--- src/rtl/rob_commit_issuer.sv ---
// In-order reorder-buffer head: allocates at dispatch, completes on writeback, offers the oldest done entry.
// Optional feature macro ROB_ACK_TIMEOUT_EN: re-offer the head and raise sticky ack_timeout after TIMEOUT idle cycles.
module rob_commit_issuer #(
    parameter int DEPTH   = 8,
    parameter int PTR_W   = 3,
    parameter int ARCH_W  = 5,
    parameter int PC_W    = 32,
    parameter int CAUSE_W = 4,
    parameter int TIMEOUT = 15
) (
    input  logic               clk,
    input  logic               reset,
    input  logic               alloc_valid,
    output logic               alloc_ready,
    input  logic [ARCH_W-1:0]  alloc_arch,
    input  logic [PC_W-1:0]    alloc_pc,
    output logic [PTR_W-1:0]   alloc_tag,
    input  logic               wb_valid,
    input  logic [PTR_W-1:0]   wb_tag,
    input  logic               wb_exc,
    input  logic [CAUSE_W-1:0] wb_cause,
    output logic               rob_commit_valid,
    output logic [ARCH_W-1:0]  rob_commit_arch,
    output logic [PTR_W-1:0]   rob_commit_tag,
    input  logic               retire_ack,
    output logic               exception_detected,
    output logic               flush,
    output logic [PC_W-1:0]    exc_pc,
    output logic [CAUSE_W-1:0] exc_cause,
    output logic [PTR_W:0]     rob_count,
    output logic               ack_timeout
);
    localparam logic [1:0]     ST_IDLE     = 2'd0;
    localparam logic [1:0]     ST_WAIT_ACK = 2'd1;
    localparam logic [1:0]     ST_EXC      = 2'd2;
    localparam logic [PTR_W:0] FULL_CNT    = DEPTH[PTR_W:0];

    logic [1:0]         state_q, state_d;
    logic [PTR_W-1:0]   head_q, head_d, tail_q, tail_d, head_nxt;
    logic [PTR_W:0]     count_q, count_d;
    logic [DEPTH-1:0]   busy_q, busy_d, done_q, done_d, exc_q, exc_d;
    logic [ARCH_W-1:0]  arch_q [DEPTH];
    logic [ARCH_W-1:0]  arch_d [DEPTH];
    logic [PC_W-1:0]    pc_q [DEPTH];
    logic [PC_W-1:0]    pc_d [DEPTH];
    logic [CAUSE_W-1:0] cause_q [DEPTH];
    logic [CAUSE_W-1:0] cause_d [DEPTH];
    logic               cvalid_q, cvalid_d;
    logic [ARCH_W-1:0]  carch_q, carch_d;
    logic [PTR_W-1:0]   ctag_q, ctag_d;
    logic               exc_det_q, exc_det_d;
    logic [PC_W-1:0]    exc_pc_q, exc_pc_d;
    logic [CAUSE_W-1:0] exc_cause_q, exc_cause_d;
    logic               alloc_fire, pop;

`ifdef ROB_ACK_TIMEOUT_EN
    localparam int TO_W = $clog2(TIMEOUT + 1);
    logic [TO_W-1:0] to_cnt_q, to_cnt_d;
    logic            ack_to_q, ack_to_d;
    assign ack_timeout = ack_to_q;
`else
    assign ack_timeout = 1'b0;
`endif

    assign alloc_ready        = (count_q < FULL_CNT) && (state_q != ST_EXC);
    assign alloc_fire         = alloc_valid && alloc_ready;
    assign alloc_tag          = tail_q;
    assign head_nxt           = head_q + PTR_W'(1);
    assign rob_commit_valid   = cvalid_q;
    assign rob_commit_arch    = carch_q;
    assign rob_commit_tag     = ctag_q;
    assign exception_detected = exc_det_q;
    assign flush              = exc_det_q;
    assign exc_pc             = exc_pc_q;
    assign exc_cause          = exc_cause_q;
    assign rob_count          = count_q;

    always_comb begin
        state_d     = state_q;
        head_d      = head_q;
        tail_d      = tail_q;
        busy_d      = busy_q;
        done_d      = done_q;
        exc_d       = exc_q;
        arch_d      = arch_q;
        pc_d        = pc_q;
        cause_d     = cause_q;
        cvalid_d    = 1'b0;
        carch_d     = carch_q;
        ctag_d      = ctag_q;
        exc_det_d   = 1'b0;
        exc_pc_d    = exc_pc_q;
        exc_cause_d = exc_cause_q;
        pop         = 1'b0;
`ifdef ROB_ACK_TIMEOUT_EN
        to_cnt_d    = to_cnt_q;
        ack_to_d    = ack_to_q;
`endif
        // Only the first writeback to a live entry counts; the flush cycle drops all writebacks.
        if (wb_valid && (state_q != ST_EXC) && busy_q[wb_tag] && !done_q[wb_tag]) begin
            done_d[wb_tag]  = 1'b1;
            exc_d[wb_tag]   = wb_exc;
            cause_d[wb_tag] = wb_cause;
        end
        if (alloc_fire) begin
            busy_d[tail_q] = 1'b1;
            done_d[tail_q] = 1'b0;
            exc_d[tail_q]  = 1'b0;
            arch_d[tail_q] = alloc_arch;
            pc_d[tail_q]   = alloc_pc;
            tail_d         = tail_q + PTR_W'(1);
        end
        case (state_q)
            ST_IDLE: begin
                if (busy_q[head_q] && done_q[head_q]) begin
                    if (!exc_q[head_q]) begin
                        cvalid_d = 1'b1;
                        carch_d  = arch_q[head_q];
                        ctag_d   = head_q;
                        state_d  = ST_WAIT_ACK;
`ifdef ROB_ACK_TIMEOUT_EN
                        to_cnt_d = '0;
`endif
                    end else begin
                        exc_det_d   = 1'b1;
                        exc_pc_d    = pc_q[head_q];
                        exc_cause_d = cause_q[head_q];
                        state_d     = ST_EXC;
                    end
                end
            end
            ST_WAIT_ACK: begin
                if (retire_ack) begin
                    pop            = 1'b1;
                    busy_d[head_q] = 1'b0;
                    head_d         = head_nxt;
                    // Chain straight into the next offer when the successor is already clean and done.
                    if (busy_q[head_nxt] && done_q[head_nxt] && !exc_q[head_nxt]) begin
                        cvalid_d = 1'b1;
                        carch_d  = arch_q[head_nxt];
                        ctag_d   = head_nxt;
`ifdef ROB_ACK_TIMEOUT_EN
                        to_cnt_d = '0;
`endif
                    end else begin
                        state_d = ST_IDLE;
                    end
                end
`ifdef ROB_ACK_TIMEOUT_EN
                else if (to_cnt_q == TO_W'(TIMEOUT - 1)) begin
                    ack_to_d = 1'b1;
                    cvalid_d = 1'b1;
                    to_cnt_d = '0;
                end else begin
                    to_cnt_d = to_cnt_q + TO_W'(1);
                end
`endif
            end
            ST_EXC: begin
                busy_d  = '0;
                done_d  = '0;
                exc_d   = '0;
                head_d  = '0;
                tail_d  = '0;
                state_d = ST_IDLE;
            end
            default: state_d = ST_IDLE;
        endcase
        if (state_q == ST_EXC)       count_d = '0;
        else if (alloc_fire && !pop) count_d = count_q + (PTR_W+1)'(1);
        else if (!alloc_fire && pop) count_d = count_q - (PTR_W+1)'(1);
        else                         count_d = count_q;
    end

    always_ff @(posedge clk) begin
        if (reset) begin
            state_q     <= ST_IDLE;
            head_q      <= '0;
            tail_q      <= '0;
            count_q     <= '0;
            busy_q      <= '0;
            done_q      <= '0;
            exc_q       <= '0;
            cvalid_q    <= 1'b0;
            carch_q     <= '0;
            ctag_q      <= '0;
            exc_det_q   <= 1'b0;
            exc_pc_q    <= '0;
            exc_cause_q <= '0;
`ifdef ROB_ACK_TIMEOUT_EN
            to_cnt_q    <= '0;
            ack_to_q    <= 1'b0;
`endif
        end else begin
            state_q     <= state_d;
            head_q      <= head_d;
            tail_q      <= tail_d;
            count_q     <= count_d;
            busy_q      <= busy_d;
            done_q      <= done_d;
            exc_q       <= exc_d;
            cvalid_q    <= cvalid_d;
            carch_q     <= carch_d;
            ctag_q      <= ctag_d;
            exc_det_q   <= exc_det_d;
            exc_pc_q    <= exc_pc_d;
            exc_cause_q <= exc_cause_d;
`ifdef ROB_ACK_TIMEOUT_EN
            to_cnt_q    <= to_cnt_d;
            ack_to_q    <= ack_to_d;
`endif
        end
    end

    // Payload storage is qualified by busy/done, so it carries no reset.
    always_ff @(posedge clk) begin
        arch_q  <= arch_d;
        pc_q    <= pc_d;
        cause_q <= cause_d;
    end
endmodule

--- config.mk ---
export PLATFORM = sky130hd
export DESIGN_NAME = rob_commit_issuer
export DESIGN_NICKNAME = d
export VERILOG_FILES = /design/src/rtl/rob_commit_issuer.sv
export SDC_FILE = /design/constraint.sdc
export NUM_CORES = 1
export LEC_CHECK = 0
export CORE_MARGIN = 2
export CORE_UTILIZATION = 59
export CTS_BUF_LIST = sky130_fd_sc_hd__clkbuf_8 sky130_fd_sc_hd__clkbuf_16
export CTS_CLUSTER_DIAMETER = 150
export DETAILED_ROUTE_END_ITERATION = 16
export HOLD_SLACK_MARGIN = 0.08
export PLACE_DENSITY = 0.87
export SLEW_MARGIN = 10
export SYNTH_ARGS = -nofsm -noshare
export SYNTH_HDL_FRONTEND = slang
export SYNTH_SLANG_ARGS = --single-unit
--- constraint.sdc ---
create_clock -name clk -period 5.85 [get_ports clk]
set_input_delay 1.17 -clock clk [delete_from_list [all_inputs] [get_ports clk]]
set_output_delay 1.17 -clock clk [all_outputs]
set_load 0.03 [all_outputs]
==> impl_metrics.tcl <==
set metrics [dict create \
    ant_nets 0 \
    ys_seq_area_frac 0.7096 \
    die_h_um 169.7 \
    fillers 1586 \
    drtPass1Iterations 6 \
    post_cts_buffers 0 \
    path_max_fanout 73 \
    cts.path.max_buffers 3 \
    place_ws_ps 1639 \
    track_usage 0.2495 \
    busiest_layer "met2" \
    dr.first_iter.drc_count 1022 \
    crit_path_end_kind "flip-flop" \
    synth_top_area_frac 0.6083 \
    synth_compound_area_frac 0.04775 \
    cts_resized 0 \
    synthTopCellsByCount "edfxtp_1 (328), mux4_2 (95), dfxtp_1 (82)" \
    synth_top_area_cell "edfxtp_1" \
    synth_xor_area_frac 0.003786 \
    numCtsBuffers 40 \
    cts_max_level 2 \
    fin_setup_tns_ps 0 \
    hold_buffers 0 \
    drcViolationCount 0 \
    regArea_um2 11500 \
    start_util 0.6008 \
    num_io_pins 106 \
    grt_max_degree 74 \
    synthCells 916 \
    dp_hpwl_mm 19.69 \
    ys.flop_type "edfxtp_1" \
    setup_violations 0 \
    insertion_delay_ps 540 \
    slew_violations 0 \
    avgViaCountPerCell 6.530 \
    die_w_um 169.7 \
    crit_family "buffers and inverters" \
    antennaDiodeCount 0 \
    grt_util_met2 0.4067 \
    drt-wirelength-per-cell_um 25.35 \
    clkTransAtPathRegs_ps 60 \
    slowest_delay_ps 1000 \
    synthArstFlopShare 0 \
    dr_total_vias 9090 \
    grt_pass1_vias 9279 \
    finalHoldViolations 0 \
    use_met3 0.04874 \
    row_count 60 \
    max-cap-violations 0 \
    layout-drive-gt1-share 0.1703 \
    yosys_warnings 0 \
    syn-cell-area_um2 16190 \
    critical_path_buf_inv_count 2 \
    worstSetupStartpointType "flip-flop" \
    period_needed_ps 4271 \
    gp_congestion 0.8468 \
    post-synth-top-count-cell "edfxtp_1" \
    synth.area.mux_share 0.1649 \
    layout_setup_ws_ps 1579 \
    io_buffers 104 \
    routed_wl_mm 35.28 \
    cp_common_cell "buf_4" \
    cts_root_buffer "clkbuf_16" \
    synth_cell_types 52 \
    grt_overflow 0 \
    ir_worst_vdd_v 0.0002501 \
    tightest_slew_ps 1123 \
    cp_slowest_cell "dfxtp_4" \
    synthAdderAreaFrac 0.007418 \
    hold_ws_ps 479.5 \
    grt_use_met1 0.3336 \
    arrival_ps 4690 \
    grt_pass1_wl_mm 53.62 \
    synth_top_family_by_area "multiplexers" \
    cts_tree "yes" \
    worstPathCellList "buf_4 -> mux2i_1 -> a22oi_1 -> nand4_1 -> nor2b_4 -> buf_4 -> nor2_1 -> a211oi_1" \
    clock.fmax_ghz 0.2342 \
    rsz0062_at_grt "no" \
    ys_top_cells_by_area "edfxtp_1 (61%), mux4_2 (13%), dfxtp_1 (10%)" \
    syn_nets 975 \
    status "completed" \
    critPathRequiredTime_ps 6260 \
    fp.dieArea_um2 28790 \
    ys_ff_latch 410 \
    power_density_nw_per_um2 342.3 \
    nNetsFinal 1078 \
    p_leak_nw 6.074 \
    synthSimpleGateAreaFrac 0.04883 \
    max_slew_margin 0.2415 \
    hold_path_class "flip-flop to flip-flop" \
    avgSynthCellArea_um2 17.68 \
    antenna_found_initial 1 \
    period_share 0.7300 \
    fin_util 0.6990 \
    core_region_area_um2 26950 \
    areaGrowthSynthToFinish_pct 16.33 \
    fin_skew_ps 17.83 \
    multiInputGateArea_um2 4482 \
    path_class "flip-flop to flip-flop" \
    clock_sinks 410 \
    finalPower_mw 6.448 \
    synth-edff-count 328 \
]
[final timing paths]
path / startpoint / to / slack [ps] / cells after the start
setup / recovery: head_q[0] / exc_pc[24] / 1580 / 8
hold / removal: rob_commit_arch[2] / rob_commit_arch[2] / 480 / 2
setup reg to reg: head_q[0] / exc_pc[24] / 1580 / 8
hold reg to reg: rob_commit_arch[2] / rob_commit_arch[2] / 480 / 2
[tightest hold or removal path: cells and delay by family (launching register included)]
kind	cells	cell delay, ps
DFF	1	300
AOI/OAI and AO/OA	2	120
[area by class of cell]
type,count,area share
clock buffers,47,0.05885
repair buffers,117,0.06018
clock inverters,27,0.007837
flip-flops and latches,410,0.6104
inverters,11,0.002192
well taps,341,0.02265
multi-input cells,439,0.2379
[cell families after synthesis]
group / count (synthesis)
other: 1
multiplexers: 148
flip-flops: 410
AO/OA/AOI/OAI: 109
adder cells (fa/ha/maj): 9
XOR/XNOR: 7
buffers and inverters: 67
AND/OR/NAND/NOR: 165
[layer usage]
| layer | share of wire | wire length [um] |
|---|---|---|
| met3 | 0.083 | 2918 |
| met2 | 0.49 | 17250 |
| met5 | 0 | 0 |
| met4 | 0.039 | 1386 |
| met1 | 0.39 | 13730 |
[sequential cells by signal, indices dropped and copies added (netlist names), 4 cells and up]
signal / count
arch_q: 40
busy_q: 8
cause_q: 32
done_q: 8
exc_cause: 4
exc_pc: 32
exc_q: 8
pc_q: 256
rob_commit_arch: 5
rob_count: 4
[layout by cell type, fill, tap and decap left out, types with 3 or more instances in the layout]
cell type and n:
nand2_1 21, nand2b_1 7, a21oi_1 18, nand3_1 5, nor3_1 18, clkinv_2 4, mux4_2 95, o32a_1 10
nand4b_1 3, dfxtp_1 80, o21a_1 3, xor2_1 4, clkdlybuf4s50_1 103, nor3b_1 3, nor2_4 6, or3_1 3
o21ai_0 7, o21ai_1 7, clkbuf_8 6, nor2b_1 7, xnor2_1 3, edfxtp_1 328, buf_4 13, inv_1 23
mux2i_1 53, clkinv_1 5, nand3b_1 3, clkbuf_16 41, a211oi_1 48, nor2_1 71, nand4_1 7, ha_1 8
[through the flow]
step	area, um^2	std cells
detailed placement	17580	1318
finish	18840	1392
CTS	18840	1392
floorplan	16190	916
global route	18840	1392
global placement	17580	1318
[power by group]
| group | switching, mW | internal [mW] |
|---|---|---|
| registers | 0.0690 | 3.28 |
| logic | 0.367 | 0.286 |
| clock network | 1.05 | 1.39 |
| total | 1.49 | 4.96 |
Note: power is estimated with default switching activity, not from simulation.
